### src/rtl/display_scan_ctrl.sv
// Four-digit multiplexed 7-segment scan controller with blanking gaps between digits,
// tear-free double-buffered value loading, and optional leading-zero suppression.
module display_scan_ctrl #(
  parameter int CLK_DIV      = 50000,
  parameter int BLANK_CYCLES = 16
) (
  input  logic        clk,
  input  logic        rst_n,
  input  logic        enable,
  input  logic        load,
  input  logic [15:0] value,
  input  logic        blank_lz,
  output logic [3:0]  bcd,
  input  logic [6:0]  seg_in,
  output logic [6:0]  seg,
  output logic [3:0]  an,
  output logic        load_ack,
  output logic        frame_done
);
  localparam int MAXC = (CLK_DIV > BLANK_CYCLES) ? CLK_DIV : BLANK_CYCLES;
  localparam int CW   = $clog2(MAXC + 1);
  localparam logic [CW-1:0] BLANK_LD = CW'(BLANK_CYCLES - 1);
  localparam logic [CW-1:0] DRIVE_LD = CW'(CLK_DIV - 1);

  typedef enum logic [1:0] {S_IDLE, S_BLANK, S_DRIVE} state_t;

  state_t        state, nxt;
  logic [CW-1:0] cnt;
  logic [1:0]    idx, idx_nx;
  logic [15:0]   disp, pend, disp_nx;
  logic          pend_v, commit, suppress, lit;
  logic [3:0]    nib_nx;

  always_comb begin
    nxt    = state;
    idx_nx = idx;
    commit = 1'b0;
    if (!enable) begin
      nxt = S_IDLE;
    end else begin
      case (state)
        S_IDLE: begin
          nxt    = S_BLANK;
          idx_nx = 2'd0;
          commit = 1'b1;
        end
        S_BLANK: if (cnt == '0) nxt = S_DRIVE;
        S_DRIVE: if (cnt == '0) begin
          nxt    = S_BLANK;
          idx_nx = idx + 2'd1;
          commit = (idx == 2'd3);
        end
        default: nxt = S_IDLE;
      endcase
    end
  end

  // Frame boundaries are the only commit points, so a frame never mixes two values.
  assign disp_nx = (commit && pend_v) ? pend : disp;
  assign nib_nx  = disp_nx[idx_nx*4 +: 4];

  always_comb begin
    case (idx)
      2'd3:    suppress = blank_lz && (disp[15:12] == 4'h0);
      2'd2:    suppress = blank_lz && (disp[15:8]  == 8'h0);
      2'd1:    suppress = blank_lz && (disp[15:4]  == 12'h0);
      default: suppress = 1'b0;
    endcase
  end

  // idx is unchanged when entering or staying in DRIVE, so suppress refers to this digit.
  assign lit = (nxt == S_DRIVE) && !suppress;

  always_ff @(posedge clk or negedge rst_n) begin
    if (!rst_n) begin
      state      <= S_IDLE;
      idx        <= 2'd0;
      cnt        <= '0;
      disp       <= 16'h0000;
      pend       <= 16'h0000;
      pend_v     <= 1'b0;
      bcd        <= 4'h0;
      seg        <= 7'h00;
      an         <= 4'b1111;
      load_ack   <= 1'b0;
      frame_done <= 1'b0;
    end else begin
      state <= nxt;
      idx   <= idx_nx;
      disp  <= disp_nx;
      if (nxt != state) begin
        case (nxt)
          S_BLANK: cnt <= BLANK_LD;
          S_DRIVE: cnt <= DRIVE_LD;
          default: cnt <= '0;
        endcase
      end else if (cnt != '0) begin
        cnt <= cnt - 1'b1;
      end
      if (nxt == S_BLANK && state != S_BLANK) bcd <= nib_nx;
      an         <= lit ? ~(4'b0001 << idx) : 4'b1111;
      seg        <= lit ? seg_in : 7'h00;
      load_ack   <= load;
      frame_done <= commit && (state == S_DRIVE);
      // A load in the commit cycle wins: the old pend is committed, the new one stays pending.
      if (load) begin
        pend   <= value;
        pend_v <= 1'b1;
      end else if (commit) begin
        pend_v <= 1'b0;
      end
    end
  end
endmodule
### config.mk
export PLATFORM = sky130hd
export DESIGN_NAME = display_scan_ctrl
export DESIGN_NICKNAME = d
export VERILOG_FILES = /design/src/rtl/display_scan_ctrl.sv
export SDC_FILE = /design/constraint.sdc
export NUM_CORES = 1
export LEC_CHECK = 0
export BUFFER_PORTS_ARGS = -buffer_cell sky130_fd_sc_hd__buf_2
export CAP_MARGIN = 25
export CORE_UTILIZATION = 45
export DETAILED_ROUTE_END_ITERATION = 6
export SETUP_SLACK_MARGIN = 0.1
export SKIP_LAST_GASP = 1
export SYNTH_ARGS = -nofsm -noshare
export SYNTH_HDL_FRONTEND = slang
export SYNTH_SLANG_ARGS = --single-unit
### constraint.sdc
create_clock -name clk -period 6.5 [get_ports clk]
set_input_delay 1.3 -clock clk [delete_from_list [all_inputs] [get_ports clk]]
set_output_delay 1.3 -clock clk [all_outputs]
set_load 0.01 [all_outputs]
Yosys cells after proc, flatten, opt, wreduce, memory -nomap -nowiden:

Cells that the tools add are included.

* reductions and logical operators: 16
* shifts and indexed selects: 2
* add/sub/neg operators: 2
* bitwise gates (word level): 1
* equality and inequality tests: 9
* multiplexer cells: 19

Operator list (number)
* $mux 16: 3
* $pmux 16 s2: 1
* $logic_not 16->1: 1
* $reduce_bool 16->1: 1
* $shiftx 16x5->4: 1
* $sub 16x1->16 const B: 1
* $logic_not 12->1: 1
* $mux 2: 5
* $eq 2x2->1 const B: 4
* $logic_not 8->1: 1
* $logic_and 1x1->1: 7
* $mux 7: 1
* $eq 2x1->1 const B: 3
* $pmux 2 s3: 1
* $logic_not 4->1: 1
* $mux 1: 4
* $mux 4: 1
* $not 4->4: 1
* $pmux 2 s2: 1
* $reduce_bool 2->1: 2
* $shl 1x2->4 const A: 1
* $pmux 1 s3: 1
* $add 2x1->2 const B: 1
* $logic_not 2->1: 1
* 4 further kinds: 4

* logic and storage cells: 60
* input bits: 28
* flip-flop bits (word level): 70
* output and inout bits: 17

Longest topological paths before layout:

* depth after elaboration: 7
* mapped depth: 13
* mapped depth without buffers: 12

Worst setup path after synthesis:

OpenSTA, ideal clock, no wires.

* path kind: in2reg
* from: in enable
* to: reg bcd[0]
* stages on the path: 8
* arrival: 2.622 ns
* path slack: 3.757 ns
* library setup time: 0.121 ns
* path buffers: 1
* required time: 6.379 ns
* cells stage by stage: nor2b_1 > and3_1 > a211oi_1 > buf_2 > mux2i_1 > nand2_1 > a32oi_1 > nand2_1

* cells in the longest elaborated chain, start to end: 4
* elaborated cells between the ends (all ways): 8
* classes of those cells: eq/ne (1); shift (1); mux (4); reduce/logical (2)

Ends and longest elaborated chain
* from (decl): line 9 `input logic enable,`
* $mux 1: line 38 `if (!enable) begin`
* $logic_and 1x1->1: line 59 `assign disp_nx = (commit && pend_v) ? pend : disp;`
* $mux 16: line 59
* $shiftx 16x5->4: line 60 `assign nib_nx = disp_nx[idx_nx*4 +: 4];`
* to (signal assigned): line 100 `if (nxt == S_BLANK && state != S_BLANK) bcd <= nib_nx;`
* to (decl): line 13 `output logic [3:0] bcd,`

Several ways; a longest one is shown, not always the timed one.
A chain may end at the register's enable or synchronous reset.

Worst setup path in the final report:

* from: in enable
* to: reg bcd[2]

Same word-level chain as after synthesis.

==> results.md <==
* Hold_sp: pend_v
* Busiest grt layer: met1
* Area of the multi-input gates at roughly 0.0015 mm^2
* Synth unique cells at 46
* Syn_area_per_cell at around 12 um^2
* Worst slew pin tran at roughly 1 ns
* Crit end category: flip-flop
* Vias per cell at 5.36
* Clock Path Buffers at 2
* Slew headroom at around a third
* Crit path time final at approximately 3 ns
* Mapped Cells at ~280
* # Post-CTS Setup Buffers at 0
* Prevailing post-synth register cell: dfrtp_1
* Antenna viol nets, final at 0
* CTS sink count at 70
* Power per cell area at 269 mW/mm^2
* Total clock buffers created by CTS at 9
* Mapped Area at around 0.0033 mm^2
* Post-synthesis sequential area ratio at roughly 53%
* Die Y at 87.8 um
* Via count at 2292
* CTS tree: done
* Worst Setup SP: enable
* GRT overflow at 0
* Die area at 0.00772 mm^2
* Rows at 30
* Syn_nets at 317
* Setup TNS at 0 ns
* CP Class: primary input to flip-flop
* Dpl hpwl at around 4400 um
* Hold depth at 1
* Pleak at 1.80 nW
* Number of diodes at 0
* Crit path arrival time at between 3 and 4 ns
* Max-Cap Viols at 0
* First drt pass iteration count at 4
* Cts repair resizes at 0
* Share of cells above drive strength 1 at between 30 and 40%
* I/O Pins at 45
* Clk slew on worst S/H paths at approximately 0.070 ns
* CTS H-tree depth at 3
* Slew Viols, Final at 0
* # setup viols final at 0
* Met2 Track Usage GR at 25.7%
* Clock latency on the worst-skew pair at ~0.35 ns
* Met3 GRT Util at between 4 and 5%
* Wire length per cell at roughly 15 um
* IO buf count at 44
* Endpoints failing hold at 0
* Clock skew at between 0.005 and 0.006 ns
* Status: completed
* First-pass GRT wire length at ~11000 um
* Routability Congestion at around 0.75
* Vias in the first global route at around 2100
* RSZ-0062 raised after global routing: false
* Hold Path Class: flip-flop to flip-flop
* Number of antenna violations at the first check in global routing at 0
* Final Routed Wirelength at around 6400 um
* Die width at 87.8 um
* Total core area at roughly 0.0069 mm^2
* Max Fclk at about 320 MHz
* Peak supply drop at between 0.15 and 0.2 mV
* Area grow syn2layout at 15.1%
* Grt met1 use at 27.1%
* Setup crit start kind: primary input
* Register area at 0.00176 mm^2
* Overall routing resource usage at 18.4%
* Commonest cells after routing, fill and taps aside: dfrtp_1, buf_2, nand2_1, mux2_2, nor2_1
* Root buffer cell: clkbuf_8
* Hold Slack at between 0.5 and 0.6 ns
* Commonest non-fill, non-tap cell in the layout: dfrtp_1
* Number of synthesized register bits at 70
* Yosys warns at 0
* Maximum fanout along the worst path at 10
* Initial core utilization at approximately 48%
* Initial DRC count at between 80 and 90
* Remaining DRCs at 0
* Reg2reg start: cnt[0]
* Worst path required time at 6.74 ns
* Fillers at 630
* Final period util at a little under half
* Worst R2R Path Depth at 9
* Hold buffer count at CTS at 0
* Ys async rst share at between 90% and 100%
* Post-synth EDFFs at 0
* Largest net degree at the start of global routing at between 70 and 80
* Nets at approximately 360
synthesized netlist by cell type, types with 2 or more instances:
cell type	n	area share (%)
a21o_1	3	0.68
inv_1	8	0.91
xnor2_1	6	1.6
nor2b_1	3	0.57
nand2b_1	3	0.57
or3_1	3	0.57
and3_1	8	1.5
a221o_1	7	2.1
buf_2	2	0.30
nor2_1	14	1.6
nand3_1	7	1.1
mux2i_1	11	3.3
clkbuf_1	6	0.68
nor3_1	4	0.60
nand4b_1	2	0.53
dfstp_2	4	3.2
nor4_1	5	0.94
a31o_2	2	0.53
xor2_1	6	1.6
a21oi_1	8	1.2
a32oi_1	4	1.1
a31oi_1	2	0.38
mux2_2	32	11
dfrtp_1	66	50
o21ai_0	5	0.75
nor4_4	2	1.3
nand2_1	32	3.6
ha_1	8	3.0
registers in the layout (all words and copies together) (netlist names):
| signal | cells |
|---|---|
| state | 2 |
| seg | 7 |
| bcd | 4 |
| cnt | 16 |
| pend | 16 |
| an | 4 |
| pend_v | 1 |
| disp | 16 |
| frame_done | 1 |
| idx | 2 |
| load_ack | 1 |
cells by family (layout without fill, tap and decap cells):
family                     count (synthesis)  after routing  share of synthesized area (%)
muxes                                     43             43                           14.2
and+or+nand+nor                           93             93                           16.1
adders and majority gates                  8              8                           3.02
AOI/OAI and AO/OA                         37             37                           8.11
buffers and inverters                     18             69                           2.45
xor gates and xnor gates                  12             12                           3.17
DFF                                       70             70                           53.0
worst max-delay path: stages:
cell,delay [ns]
buf_2,0.14
nor2b_1,0.18
and3_1,0.22
a211oi_2,0.85
mux2i_1,0.27
nand2_1,0.07
a32oi_1,0.22
nand2_1,0.07
metrics by stage:
stage	total power [mW]	std cells	utilization (%)	area, um^2	worst slack (ns)
after floorplan	0.628	281	-	3320	3.76
final	1.03	428	55.0	3820	3.42
after global routing	1.07	428	55.0	3820	3.21
after detailed placement	0.681	412	52.1	3620	3.07
after global placement	0.677	412	52.1	3620	3.13
after CTS	1.04	428	55.0	3820	3.44
routing by layer:
metal  vias to the layer above  wire length [um]
met4                         0               111
met1                      1121              3240
met2                        55              2760
met5                         -                 0
met3                         9               291
li1                       1107                 -
area by class of cell:
| type | count | share of cell area, % |
|---|---|---|
| clock buffers | 11 | 3.70 |
| flip-flops and latches | 70 | 46.0 |
| multi-input cells | 193 | 38.8 |
| clock inverters | 5 | 1.54 |
| inverters | 8 | 0.787 |
| well taps | 96 | 3.15 |
| repair buffers | 45 | 5.97 |
final timing paths:
path,end,slack [ns]
min reg2reg,pend_v,0.51
min in group asynchronous,cnt[5],1.15
max,bcd[2],3.42
max reg2reg,bcd[0],3.51
min,pend_v,0.51
max in group asynchronous,disp[9],4.78
power by group:
group          switching [mW]  leakage [nW]  internal (mW)  total, mW
sequential             0.0465         0.860          0.486      0.532
clock                   0.169        0.0955          0.188      0.356
combinational          0.0657         0.841         0.0733      0.139
(Power assumes the default switching activity.)
